===== config.mk =====
export PLATFORM = sky130hd
export DESIGN_NAME = uart_bus_master_flat
export DESIGN_NICKNAME = d
export VERILOG_FILES = /design/src/rtl/uart_bus_master_if.sv /design/src/rtl/uart_bus_master.sv /design/src/flat_wrapper.sv
export SDC_FILE = /design/constraint.sdc
export NUM_CORES = 1
export LEC_CHECK = 0
export ABC_AREA = 1
export CAP_MARGIN = 5
export CORE_MARGIN = 1
export CORE_UTILIZATION = 25
export CTS_BUF_LIST = sky130_fd_sc_hd__clkbuf_4 sky130_fd_sc_hd__clkbuf_8
export DETAILED_ROUTE_END_ITERATION = 16
export HOLD_SLACK_MARGIN = 0.08
export PLACE_DENSITY = 0.51
export SLEW_MARGIN = 20
export SYNTH_ARGS = -nofsm -noshare
export SYNTH_HDL_FRONTEND = slang
export SYNTH_SLANG_ARGS = --single-unit
export TNS_END_PERCENT = 5

===== constraint.sdc =====
create_clock -name clk -period 1.95 [get_ports clk]
set_clock_uncertainty 0.1 [all_clocks]
set_input_delay 0.195 -clock clk [delete_from_list [all_inputs] [get_ports clk]]
set_output_delay 0.195 -clock clk [all_outputs]
set_load 0.01 [all_outputs]

===== src/rtl/uart_bus_master_if.sv =====
// rtl/uart_bus_master_if.sv - UART byte stream and peripheral bus signals of the debug bridge
interface uart_bus_master_if;
   logic [7:0]  rx_data;
   logic        rx_valid;
   logic [7:0]  tx_data;
   logic        tx_start;
   logic        tx_busy;
   logic        rd;
   logic        wr;
   logic [31:0] addr;
   logic [31:0] wdata;
   logic [31:0] rdata;
   logic        busy;

   modport master (
      input  rx_data, rx_valid, tx_busy, rdata,
      output tx_data, tx_start, rd, wr, addr, wdata, busy
   );

   modport slave (
      output rx_data, rx_valid, tx_busy, rdata,
      input  tx_data, tx_start, rd, wr, addr, wdata, busy
   );
endinterface


===== src/rtl/uart_bus_master.sv =====
// rtl/uart_bus_master.sv - UART command-frame parser acting as peripheral bus initiator
// Define UART_BUS_CHECKSUM_EN for a trailing XOR byte on frames and read responses.
module uart_bus_master #(
   parameter int TIMEOUT_CYCLES = 1000000,
   parameter int TO_W           = 20
) (
   input logic               clk,
   input logic               reset,
   uart_bus_master_if.master bus
);
`ifdef UART_BUS_CHECKSUM_EN
   localparam int RESP_W = 40;
`else
   localparam int RESP_W = 32;
`endif
   localparam logic [7:0] CMD_RD  = 8'h52;
   localparam logic [7:0] CMD_WR  = 8'h57;
   localparam logic [7:0] ACK     = 8'h4B;
   localparam logic [7:0] NAK     = 8'h3F;
   localparam logic [TO_W-1:0] TO_LAST = TO_W'(TIMEOUT_CYCLES - 1);

   typedef enum logic [2:0] {
      IDLE, GET_ADDR, GET_DATA,
`ifdef UART_BUS_CHECKSUM_EN
      GET_SUM,
`endif
      BUS_RD, BUS_WR, SEND, SEND_WAIT
   } state_t;

   state_t            state, state_next;
   logic              is_write, wait_first;
   logic [1:0]        byte_cnt;
   logic [TO_W-1:0]   to_cnt;
   logic [RESP_W-1:0] resp;
   logic [2:0]        resp_left;
   logic              cmd_ok, last_byte, timed_out, in_frame;
`ifdef UART_BUS_CHECKSUM_EN
   localparam logic [7:0] SUM_ERR = 8'h21;
   logic [7:0]        sum;
   logic              sum_ok;
`endif

   always_ff @(posedge clk or negedge reset) begin
      if (!reset) state <= IDLE;
      else        state <= state_next;
   end

   always_comb begin
      state_next = state;
      cmd_ok     = (bus.rx_data == CMD_RD) || (bus.rx_data == CMD_WR);
      last_byte  = bus.rx_valid && (byte_cnt == 2'd3);
      timed_out  = !bus.rx_valid && (to_cnt == TO_LAST);
      in_frame   = (state == GET_ADDR) || (state == GET_DATA);
`ifdef UART_BUS_CHECKSUM_EN
      sum_ok     = (bus.rx_data == sum);
      in_frame   = in_frame || (state == GET_SUM);
`endif
      case (state)
         IDLE:      if (bus.rx_valid) state_next = cmd_ok ? GET_ADDR : SEND;
`ifdef UART_BUS_CHECKSUM_EN
         GET_ADDR:  if (timed_out) state_next = IDLE;
                    else if (last_byte) state_next = is_write ? GET_DATA : GET_SUM;
         GET_DATA:  if (timed_out) state_next = IDLE;
                    else if (last_byte) state_next = GET_SUM;
         GET_SUM:   if (timed_out) state_next = IDLE;
                    else if (bus.rx_valid) state_next = !sum_ok ? SEND : (is_write ? BUS_WR : BUS_RD);
`else
         GET_ADDR:  if (timed_out) state_next = IDLE;
                    else if (last_byte) state_next = is_write ? GET_DATA : BUS_RD;
         GET_DATA:  if (timed_out) state_next = IDLE;
                    else if (last_byte) state_next = BUS_WR;
`endif
         BUS_RD:    state_next = SEND;
         BUS_WR:    state_next = SEND;
         SEND:      if (!bus.tx_busy) state_next = SEND_WAIT;
         // the transmitter raises tx_busy one cycle after tx_start, so skip that cycle
         SEND_WAIT: if (!wait_first && !bus.tx_busy) state_next = (resp_left != 3'd0) ? SEND : IDLE;
         default:   state_next = IDLE;
      endcase
      bus.rd       = (state == BUS_RD);
      bus.wr       = (state == BUS_WR);
      bus.tx_start = (state == SEND) && !bus.tx_busy;
      bus.tx_data  = resp[RESP_W-1 -: 8];
      bus.busy     = (state != IDLE);
   end

   always_ff @(posedge clk or negedge reset) begin
      if (!reset) begin
         is_write   <= 1'b0;
         wait_first <= 1'b0;
         byte_cnt   <= 2'd0;
         to_cnt     <= '0;
         resp       <= '0;
         resp_left  <= 3'd0;
         bus.addr   <= 32'd0;
         bus.wdata  <= 32'd0;
`ifdef UART_BUS_CHECKSUM_EN
         sum        <= 8'd0;
`endif
      end else if (in_frame) begin
         if (bus.rx_valid) begin
            to_cnt   <= '0;
            byte_cnt <= byte_cnt + 2'd1;
            if (state == GET_ADDR) bus.addr  <= {bus.addr[23:0], bus.rx_data};
            if (state == GET_DATA) bus.wdata <= {bus.wdata[23:0], bus.rx_data};
`ifdef UART_BUS_CHECKSUM_EN
            sum <= sum ^ bus.rx_data;
            if (state == GET_SUM && !sum_ok) begin
               resp      <= {SUM_ERR, {(RESP_W-8){1'b0}}};
               resp_left <= 3'd1;
            end
`endif
         end else begin
            to_cnt <= to_cnt + 1'b1;
         end
      end else begin
         case (state)
            IDLE: if (bus.rx_valid) begin
               if (cmd_ok) begin
                  is_write <= (bus.rx_data == CMD_WR);
                  byte_cnt <= 2'd0;
                  to_cnt   <= '0;
`ifdef UART_BUS_CHECKSUM_EN
                  sum      <= bus.rx_data;
`endif
               end else begin
                  resp      <= {NAK, {(RESP_W-8){1'b0}}};
                  resp_left <= 3'd1;
               end
            end
            BUS_RD: begin
`ifdef UART_BUS_CHECKSUM_EN
               resp <= {bus.rdata, bus.rdata[31:24] ^ bus.rdata[23:16] ^ bus.rdata[15:8] ^ bus.rdata[7:0]};
`else
               resp <= bus.rdata;
`endif
               resp_left <= 3'(RESP_W / 8);
            end
            BUS_WR: begin
               resp      <= {ACK, {(RESP_W-8){1'b0}}};
               resp_left <= 3'd1;
            end
            SEND: if (!bus.tx_busy) begin
               resp       <= resp << 8;
               resp_left  <= resp_left - 3'd1;
               wait_first <= 1'b1;
            end
            SEND_WAIT: wait_first <= 1'b0;
            default: ;
         endcase
      end
   end
endmodule


===== src/flat_wrapper.sv =====
// flat-port wrapper written by rule: the top's interface ports become plain ports
module uart_bus_master_flat 
#(
   parameter int TIMEOUT_CYCLES = 1000000,
   parameter int TO_W           = 20
)
  (clk, reset, bus_rx_data, bus_rx_valid, bus_tx_busy, bus_rdata, bus_tx_data, bus_tx_start, bus_rd, bus_wr, bus_addr, bus_wdata, bus_busy);
  uart_bus_master_if bus_i ();
  input logic clk;
  input logic reset;
  input wire logic [$bits(bus_i.rx_data)-1:0] bus_rx_data;
  input wire logic [$bits(bus_i.rx_valid)-1:0] bus_rx_valid;
  input wire logic [$bits(bus_i.tx_busy)-1:0] bus_tx_busy;
  input wire logic [$bits(bus_i.rdata)-1:0] bus_rdata;
  output wire logic [$bits(bus_i.tx_data)-1:0] bus_tx_data;
  output wire logic [$bits(bus_i.tx_start)-1:0] bus_tx_start;
  output wire logic [$bits(bus_i.rd)-1:0] bus_rd;
  output wire logic [$bits(bus_i.wr)-1:0] bus_wr;
  output wire logic [$bits(bus_i.addr)-1:0] bus_addr;
  output wire logic [$bits(bus_i.wdata)-1:0] bus_wdata;
  output wire logic [$bits(bus_i.busy)-1:0] bus_busy;
  assign bus_i.rx_data = bus_rx_data;
  assign bus_i.rx_valid = bus_rx_valid;
  assign bus_i.tx_busy = bus_tx_busy;
  assign bus_i.rdata = bus_rdata;
  assign bus_tx_data = bus_i.tx_data;
  assign bus_tx_start = bus_i.tx_start;
  assign bus_rd = bus_i.rd;
  assign bus_wr = bus_i.wr;
  assign bus_addr = bus_i.addr;
  assign bus_wdata = bus_i.wdata;
  assign bus_busy = bus_i.busy;
  uart_bus_master #(.TIMEOUT_CYCLES(TIMEOUT_CYCLES), .TO_W(TO_W)) u_core (.clk(clk), .reset(reset), .bus(bus_i));
endmodule

==> reports/metrics.csv <==
metric;value;unit
rr_startpoint;u_core.state[2]$_DFFE_PN0P_;
yosysWarnings;0;
pre_cts_slack;-0.0205;ns
rsz0062_at_grt;yes;
ys_seq_area_share;53.3;%
cts_buffers;17;
placed_cell_area;7690;sq um
syn_area;5910;sq um
r2r_end;u_core.to_cnt[12]$_DFFE_PN0P_;
setup_viol;1;
max-vdd-ir-drop;0.545;mV
cp.depth;5;
port_buffers;119;
tightest_slew;0.689;ns
synth_cell_types;30;
start_kind;flop;
max-clock-path-buffers;2;
final_common_cell;nand2_1;
fin_crit_sh;102;%
outcome;finished with violations;
wl_per_cell;13.3;microns
routed_wl;15200;microns
arrival;1.68;ns
start_util;25.8;%
p_per_area;1480;nW/um^2
h-tree-depth;4;
die_w;156;microns
synth.avg_cell_area;8.80;sq um
drive_gt1_share;15.2;%
crit_family;buffers and inverters;
die_h;156;microns
die_area;24300;sq um
drtIter0Drc;205;
path_buf_inv;3;
fin_ws;-0.0293;ns
antenna_found_initial;0;
grt_pass1_wl;25400;microns
mostFrequentLayoutCells;nand2_1 (189), dfrtp_1 (125), clkdlybuf4s50_1 (114), inv_1 (56), o21ai_0 (49);
dr.pass1.iters;4;
cpMaxStageDelayCell;dfrtp_1;
crit_start;u_core.state[0]$_DFFE_PN0P_;
fin_area;8150;sq um
n_antenna_cell;0;
reg2regPathDepth;8;
syn-num-nets;720;
path_cells;inv_1 -> nand2_2 -> nor2_4 -> inv_1 -> dlygate4sd2_1;
hold_path.class;input pin to flop;
grt_remaining_overflow;0;
clock.fmax;505;MHz
endpoint;bus_busy;
cap_violations;0;
clockRootBuffer;clkbuf_8;
drc;0;
finalHoldViolCount;0;
grt_pass1_vias;4865;
num-fill-cells;2403;
max_stage_delay;0.44;ns
fin_crit;1.98;ns
syn_inst;672;
clk_latency;0.45;ns
r2r_slack;0.12;ns
cts_tree;done;
vias_per_cell;4.33;
place_congestion;0.851;
leakagePower;0.00380;uW
setup-tns-final;-0.0293;ns
antenna_left;0;
io-pin-count;120;
cp-end-kind;output pin;
crit_top_cell;inv_1;
slew_violations;0;
violations;setup timing;
num_rows;55;
final_util;35.6;%
grt_max_degree;57;
path_class;flop to output pin;
critPathMaxFanout;6;
cts.sinks;126;
dp.cells;1105;
route.vias.total;4931;
area_delta_synth_final;37.8;%
dp_hpwl;10800;microns
max_slew_margin;53.9;%
ys_ff_latch;126;
clkSlewWorstSetupHoldPaths;0.09;ns
required;1.65;ns
stdcell_count;1140;
nNetsFinal;862;
core_area;22900;sq um
track_usage;13.3;%
registers in the layout, indices dropped and copies added, names as in the netlist:
register and flops:
u_core.resp 32, u_core.bus.addr 32, u_core.byte_cnt 2, u_core.to_cnt 20
u_core.bus.wdata 32, u_core.resp_left 3, u_core.is_write 1, u_core.wait_first 1
u_core.state 3
kinds of logic (layout without fill, tap and decap cells):
logic type / after synthesis / in the layout / share of synthesized area, %
xor+xnor: 2 / 2 / 0.296
mux: 30 / 30 / 5.71
flops: 126 / 126 / 53.3
fa+ha+maj: 4 / 4 / 0.847
compound gates: 108 / 108 / 11.1
buf+inv: 95 / 250 / 6.98
simple gates: 307 / 307 / 21.7
cells in the mapped netlist (all sizes together):
master,n,area share (%)
nand2,193,12
dfrtp,126,53
inv,59,3.7
o21ai,56,5.1
nor2,48,3.1
nand3,38,3.2
mux2,30,5.7
a21oi,28,2.6
buf,22,2.3
nand4,21,2.2
a22o,18,2.7
clkbuf,14,0.89
nor3,5,0.51
ha,4,0.85
a221oi,3,0.44
or2,2,0.21
xor2,2,0.30
a21o,1,0.13
o211ai,1,0.13
o21bai,1,0.13
routing by layer:
metal | global-route usage [%] | up-vias | wire length (microns)
met2 | 21.6 | 84 | 7300
met1 | 17.4 | 2344 | 7140
met3 | 3.39 | 13 | 562
li1 | - | 2490 | -
met5 | 0 | - | 0
met4 | 4.01 | 0 | 172
where the power goes:
group	total [uW]	switching, uW	internal [uW]
clock network	2470	1260	1210
logic	5270	2590	2680
registers	4320	704	3610
total	12100	4560	7500
tightest hold or removal path, delay by kind of cell:
| family | cells | cell delay [ns] |
|---|---|---|
| buffers and inverters | 1 | 0.39 |
| AND/OR/NAND/NOR | 2 | 0.10 |
final cells by class:
class | count | area [sq um] | share of cell area (%)
Sequential cell | 126 | 3150 | 38.7
Tap cell | 313 | 392 | 4.81
Clock buffer | 17 | 234 | 2.87
Clock inverter | 15 | 191 | 2.35
Inverter | 59 | 221 | 2.72
Timing Repair Buffer | 159 | 1590 | 19.5
Multi-Input combinational cell | 451 | 2370 | 29.1
stage by stage:
step                hold slack [ns]  total power [uW]
finish                        0.168             12100
global route                  0.163             13000
CTS                           0.142             12300
detailed placement          -0.0545              9700
global placement            -0.0533              9660
floorplan                    -0.201              7080
worst min path at each step:
stage / slack [ns] / cells past startpoint / start / end
6_report: 0.17 / 3 / bus_rdata[5] / u_core.resp[5]$_DFFE_PN0P_
3_3_place_gp: -0.05 / 1 / reset / u_core.bus.wdata[30]$_DFFE_PN0P_
3_5_place_dp: -0.05 / 1 / reset / u_core.bus.wdata[30]$_DFFE_PN0P_
4_1_cts: 0.14 / 3 / bus_rdata[5] / u_core.resp[5]$_DFFE_PN0P_
2_1_floorplan: -0.20 / 0 / reset / u_core.bus.addr[0]$_DFFE_PN0P_
5_1_grt: 0.16 / 3 / bus_rdata[5] / u_core.resp[5]$_DFFE_PN0P_
repair_timing:
action                     in CTS  in global routing
hold endpoints to repair      126                  0
setup endpoints to repair       4                 21
hold buffers                    2                  0
resized for setup              12                  7
pin swaps                       0                  1
buffers inserted                1                  0
gates cloned                    0                  0
Power figures use the tool's default switching activity.
